==> src/rtl/pipeifq_pkg.sv <==
// rtl/pipeifq_pkg.sv - shared fetch states and constants for the instruction prefetch queue
package pipeifq_pkg;

   typedef enum logic [1:0] {
      ST_IDLE = 2'd0,   // no request outstanding
      ST_REQ  = 2'd1,   // request in flight, response will be queued
      ST_DROP = 2'd2    // request in flight, response belongs to a stale path
   } fetch_state_t;

   localparam logic [31:0] RESET_PC = 32'h0000_0000;
   localparam logic [31:0] NOP_WORD = 32'h0000_0000;

   // Fetch targets are word aligned; the byte offset of a redirect is ignored.
   function automatic logic [31:0] word_align(input logic [31:0] pc);
      return {pc[31:2], 2'b00};
   endfunction

endpackage

==> src/rtl/pipeifq_ifq_fifo.sv <==
// rtl/pipeifq_ifq_fifo.sv - DEPTH x 64-bit {pc, instruction} queue with synchronous flush
module ifq_fifo
   import pipeifq_pkg::*;
#(
   parameter int DEPTH = 4
) (
   input  logic                     clock,
   input  logic                     resetn,
   input  logic                     flush,
   input  logic                     push,
   input  logic [63:0]              push_data,
   input  logic                     pop,
   output logic [63:0]              head_data,
   output logic [$clog2(DEPTH):0]   count,
   output logic                     full,
   output logic                     empty
);

   localparam int PW = $clog2(DEPTH);
   localparam int CW = PW + 1;

   logic [63:0]   mem [DEPTH];
   logic [PW-1:0] wptr;
   logic [PW-1:0] rptr;

   // Entry storage; contents need no reset because validity is carried by count.
   always_ff @(posedge clock) begin
      if (push) begin
         mem[wptr] <= push_data;
      end
   end

   // Pointers and occupancy; a flush empties the queue and beats any push or pop.
   always_ff @(posedge clock or posedge resetn) begin
      if (resetn) begin
         wptr  <= '0;
         rptr  <= '0;
         count <= '0;
      end else if (flush) begin
         wptr  <= '0;
         rptr  <= '0;
         count <= '0;
      end else begin
         if (push) begin
            wptr <= wptr + 1'b1;
         end
         if (pop) begin
            rptr <= rptr + 1'b1;
         end
         count <= count + CW'(push) - CW'(pop);
      end
   end

   assign head_data = mem[rptr];
   assign empty     = (count == '0);
   assign full      = (count == CW'(DEPTH));

endmodule

==> src/rtl/pipeifq.sv <==
// rtl/pipeifq.sv - instruction prefetch queue between instruction memory and the IF stage
module pipeifq
   import pipeifq_pkg::*;
#(
   parameter int DEPTH = 4,
   parameter int AW    = 10
) (
   input  logic          clock,
   input  logic          resetn,
   input  logic          redirect,
   input  logic [31:0]   redirect_pc,
   output logic          mem_req,
   output logic [AW-1:0] mem_addr,
   input  logic          mem_ack,
   input  logic [31:0]   mem_rdata,
   output logic          ifq_valid,
   output logic [31:0]   ifq_pc,
   output logic [31:0]   ifq_ins,
   output logic [31:0]   ifq_pc4,
   input  logic          ifq_ready
);

   localparam int CW = $clog2(DEPTH) + 1;

   fetch_state_t  state;
   fetch_state_t  state_next;
   logic [31:0]   fpc;
   logic [31:0]   fpc_next;
   logic [AW-1:0] req_addr;
   logic [CW-1:0] count;
   logic [CW-1:0] count_after;
   logic          full;
   logic          empty;
   logic          pop;
   logic          push;
   logic          space_idle;
   logic          space_req;
   logic [63:0]   head_data;

   assign pop  = ifq_valid & ifq_ready;
   assign push = (state == ST_REQ) & mem_ack & ~redirect;

   // Room for a new request once this cycle's pop is counted as freed space.
   assign space_idle  = ~full | pop;
   // Occupancy after the response being pushed now and this cycle's pop.
   assign count_after = count + CW'(1) - CW'(pop);
   assign space_req   = (count_after < CW'(DEPTH));

   ifq_fifo #(
      .DEPTH (DEPTH)
   ) u_fifo (
      .clock     (clock),
      .resetn    (resetn),
      .flush     (redirect),
      .push      (push),
      .push_data ({fpc, mem_rdata}),
      .pop       (pop),
      .head_data (head_data),
      .count     (count),
      .full      (full),
      .empty     (empty)
   );

   // Fetch sequencing: next state and next fetch pointer.
   always_comb begin
      state_next = state;
      fpc_next   = fpc;
      case (state)
         ST_IDLE: begin
            if (redirect) begin
               fpc_next   = word_align(redirect_pc);
               state_next = ST_REQ;
            end else if (space_idle) begin
               state_next = ST_REQ;
            end
         end
         ST_REQ: begin
            if (redirect) begin
               // A flushed queue always has room, so an acked redirect refetches at once.
               fpc_next   = word_align(redirect_pc);
               state_next = mem_ack ? ST_REQ : ST_DROP;
            end else if (mem_ack) begin
               fpc_next   = fpc + 32'd4;
               state_next = space_req ? ST_REQ : ST_IDLE;
            end
         end
         ST_DROP: begin
            if (redirect) begin
               fpc_next = word_align(redirect_pc);
            end
            if (mem_ack) begin
               state_next = ST_REQ;
            end
         end
         default: begin
            state_next = ST_IDLE;
         end
      endcase
   end

   // State, fetch pointer and the registered request address; the address is
   // only reloaded when a fresh request starts, so it holds through DROP.
   always_ff @(posedge clock or posedge resetn) begin
      if (resetn) begin
         state    <= ST_IDLE;
         fpc      <= RESET_PC;
         req_addr <= '0;
      end else begin
         state <= state_next;
         fpc   <= fpc_next;
         if (state_next == ST_REQ) begin
            req_addr <= fpc_next[AW+1:2];
         end
      end
   end

   assign mem_req   = (state != ST_IDLE);
   assign mem_addr  = req_addr;

   // Head outputs read as a nop at pc 0 whenever the queue is empty.
   assign ifq_valid = ~empty;
   assign ifq_pc    = empty ? 32'h0    : head_data[63:32];
   assign ifq_ins   = empty ? NOP_WORD : head_data[31:0];
   assign ifq_pc4   = empty ? 32'h0    : head_data[63:32] + 32'd4;

endmodule

==> config.mk <==
export PLATFORM = sky130hd
export DESIGN_NAME = pipeifq
export DESIGN_NICKNAME = d
export VERILOG_FILES = /design/src/rtl/pipeifq_pkg.sv /design/src/rtl/pipeifq_ifq_fifo.sv /design/src/rtl/pipeifq.sv
export SDC_FILE = /design/constraint.sdc
export NUM_CORES = 1
export LEC_CHECK = 0
export ABC_AREA = 1
export BUFFER_PORTS_ARGS = -buffer_cell sky130_fd_sc_hd__buf_2
export CAP_MARGIN = 25
export CORE_ASPECT_RATIO = 1.75
export CORE_MARGIN = 2
export CORE_UTILIZATION = 60
export CTS_BUF_LIST = sky130_fd_sc_hd__clkbuf_8
export CTS_CLUSTER_SIZE = 12
export DETAILED_ROUTE_END_ITERATION = 7
export PLACE_DENSITY = 0.82
export SLEW_MARGIN = 20
export SYNTH_ARGS = -nofsm -noshare
export SYNTH_HDL_FRONTEND = slang
export SYNTH_HIERARCHICAL = 1
export SYNTH_SLANG_ARGS = --single-unit
==> constraint.sdc <==
create_clock -name clock -period 2.95 [get_ports clock]
set_input_delay 0.59 -clock clock [delete_from_list [all_inputs] [get_ports clock]]
set_output_delay 0.59 -clock clock [all_outputs]
set_load 0.05 [all_outputs]
==> flow_metrics.env <==
export IMPL_rows=76
export IMPL_portBuffers=174
export IMPL_dr_wl_met3_um=3273
export IMPL_outcome="complete, but fails checks"
export IMPL_crit_fanout=4
export IMPL_ir_drop_v=0.0007634
export IMPL_cts_made_buffers=41
export IMPL_grt_remaining_overflow=0
export IMPL_synth_seq_area_share_pct=59.97
export IMPL_die_h_um=212.2
export IMPL_netlist_top_cells_area="edfxtp_1 52%, dfrtp_1 8.2%, nand2_1 7.6%"
export IMPL_synth_edf_count=256
export IMPL_endpoint_kind="output port"
export IMPL_route_met2_wl_um=21840
export IMPL_worst_setup_path_type="reg2out"
export IMPL_die_w_um=123.0
export IMPL_synth_ff_type="edfxtp_1"
export IMPL_drt_total_wl_um=41530
export IMPL_topRoutingLayerUsed="met4"
export IMPL_place_congestion=0.9599
export IMPL_hold_class="in2reg"
export IMPL_clock_latency_ns=0.56
export IMPL_grt_max_degree=89
export IMPL_worstHoldStart="mem_rdata[5]"
export IMPL_finClkSkew_ns=0.02539
export IMPL_htreeDepth=2
export IMPL_slew_violations=0
export IMPL_final_min_clock_period_ns=3.810
export IMPL_timing_rr_start="u_fifo/count[1]"
export IMPL_worstSetupStartpointType="flop"
export IMPL_drtIter0Drc=1208
export IMPL_violations="negative setup slack"
export IMPL_p_total_uw=20640
export IMPL_antenna_left=0
export IMPL_hold_viol=0
export IMPL_grt_pass1_wl_um=58380
export IMPL_syn_area_um2=14860
export IMPL_synthCells=1557
export IMPL_drc=0
export IMPL_rsz0062_at_grt="true"
export IMPL_cts_tree="built"
export IMPL_max_freq_mhz=262.5
export IMPL_dpl_hpwl_um=24540
export IMPL_clk_pin_slew_ns=0.07
export IMPL_wl_met1_um=14030
export IMPL_io_pins=177
export IMPL_synth_seq_cells=305
export IMPL_grt_pass1_vias=11970
export IMPL_ys_warn_count=6
export IMPL_track_usage_pct=29.02
export IMPL_coreArea_um2=24440
export IMPL_setup_slack_ns=-0.8597
export IMPL_cts_root_buf="clkbuf_8"
export IMPL_max_slew_margin_pct=61.66
export IMPL_vias_per_cell=5.687
export IMPL_finalSetupViolCount=70
export IMPL_worstMarginPinSlew_ns=0.5750
export IMPL_finalNetCount=1931
export IMPL_cp_required_ns=2.36
export IMPL_cts_sinks=305
export IMPL_startpoint="u_fifo/rptr[1]"
export IMPL_postPlaceCellArea_um2=16720
export IMPL_synth_top_cell_by_area="edfxtp_1"
export IMPL_wl_per_cell_um=18.92
export IMPL_p_leak_uw=0.008069
export IMPL_area_delta_synth_final_pct=27.49
export IMPL_holdWs_ns=0.2443
export IMPL_die_area_um2=26100
export IMPL_cp_arrival_ns=3.22
export IMPL_drv_cap=0
export IMPL_synth_avg_cell_area_um2=9.546
export IMPL_period_share_pct=129.1
export IMPL_start_util_pct=60.82
export IMPL_final_area_um2=18950
export IMPL_power_density_cell_area_nw_per_um2=1089
export IMPL_clk_path_buf_depth=3
export IMPL_dr_pass1_iters=6
export IMPL_synth_top_cell_area_share_pct=51.72
export IMPL_vias=12480
export IMPL_yosysUniqueCellTypes=45
export IMPL_grt_antenna_before_repair=1
export IMPL_async_flop_share_pct=16.07
export IMPL_fillers=1515
export IMPL_drive_above_1_share_pct=29.65
==> cell usage in the layout (no fill, tap or decap), drive strengths merged, types with 3 or more instances in the layout <==
| master | count |
|---|---|
| a21oi | 128 |
| buf | 307 |
| bufinv | 4 |
| clkbuf | 48 |
| clkinv | 17 |
| conb | 8 |
| dfrtp | 49 |
| edfxtp | 256 |
| ha | 8 |
| inv | 266 |
| nand2 | 305 |
| nand3 | 58 |
| nand4 | 11 |
| nor2 | 192 |
| nor3 | 29 |
| o211ai | 68 |
| o21ai | 93 |
| o22ai | 3 |
| xor2 | 11 |
==> power breakdown <==
group	leakage, uW	switching [uW]	internal (uW)
logic	0.00471	7890	3600
registers	0.00291	577	5310
clock network	0.000444	1570	1690
total	0.00807	10000	10600
==> final timing paths <==
check / end / slack (ns) / cells past startpoint
max: ifq_pc4[28] / -0.86 / 15
min: u_fifo/mem[0][5] / 0.24 / 1
max reg2reg: mem_addr[7] / 0.28 / 12
min reg2reg: mem_addr[8] / 0.51 / 2
max in group asynchronous: fpc[23] / 1.80 / 4
min in group asynchronous: u_fifo/rptr[0] / 0.51 / 3
==> per-layer routing <==
layer | vias up | GRT usage [%]
li1 | 5749 | -
met1 | 5877 | 31.79
met5 | - | 0
met2 | 684 | 52.79
met3 | 172 | 4.131
met4 | 0 | 16.22
==> flip-flops by register name (all words and copies together) (netlist names) <==
register,flops
state,2
mem_addr,10
u_fifo/wptr,2
u_fifo/mem,256
u_fifo/count,3
fpc,30
u_fifo/rptr,2
==> final cells by class <==
class | instances | area, um2 | area share [%]
Tap cell | 312 | 390.4 | 2.060
Clock inverter | 30 | 240.2 | 1.268
Timing Repair Buffer | 314 | 2609 | 13.77
Sequential cell | 305 | 8921 | 47.08
Clock buffer | 42 | 578.1 | 3.051
Antenna cell | 1 | 2.502 | 0.01321
Inverter | 259 | 982.2 | 5.183
Multi-Input combinational cell | 932 | 5226 | 27.58
==> critical path, cell delays in order (launching register included) <==
cell and delay [ns]:
dfrtp_4 0.49, buf_4 0.17, buf_4 0.14, buf_4 0.15, a21oi_2 0.14, o21ai_1 0.09
nand2_1 0.13, nand2_2 0.10, nor3_4 0.24, buf_6 0.14, nand2_1 0.06, nor3_2 0.15
nand2_1 0.14, xor2_1 0.27, nor2_2 0.08, buf_6 0.16
==> repair_timing <==
action | in CTS | in global routing
hold buffers | 1 | 0
resized for setup | 168 | 205
hold endpoints to repair | 7 | 0
setup endpoints to repair | 77 | 93
setup buffers | 11 | 23
pin swaps | 15 | 66
==> stage by stage <==
stage / TNS [ns] / cells / util, % / setup WS [ns]
final: -20.22 / 2195 / 77.54 / -0.8597
after floorplan: -0.6311 / 1564 / - / -0.1861
after CTS: -18.14 / 2176 / 74.41 / -0.6110
after global routing: -26.47 / 2195 / 77.54 / -0.9346
after global placement: -0.5617 / 2092 / 68.42 / -0.08049
after detailed placement: -1.243 / 2092 / 68.42 / -0.1421
==> logic make-up after synthesis <==
group | after synthesis | synth area share (%)
adders and majority gates | 9 | 0.8082
DFF | 305 | 59.97
muxes | 2 | 0.1347
buffers and inverters | 327 | 9.647
AOI/OAI and AO/OA | 299 | 11.37
other | 1 | 0.02523
and+or+nand+nor | 602 | 17.33
xor gates and xnor gates | 12 | 0.7071
==> synthesized netlist by cell type, drive strengths merged (29+ instances only) <==
| cell type | instances |
|---|---|
| dfrtp | 49 |
| buf | 57 |
| o211ai | 68 |
| o21ai | 93 |
| a21oi | 128 |
| nand2 | 305 |
| nor3 | 29 |
| inv | 258 |
| nor2 | 192 |
| nand3 | 58 |
| edfxtp | 256 |
Power figures use the tool's default switching activity.
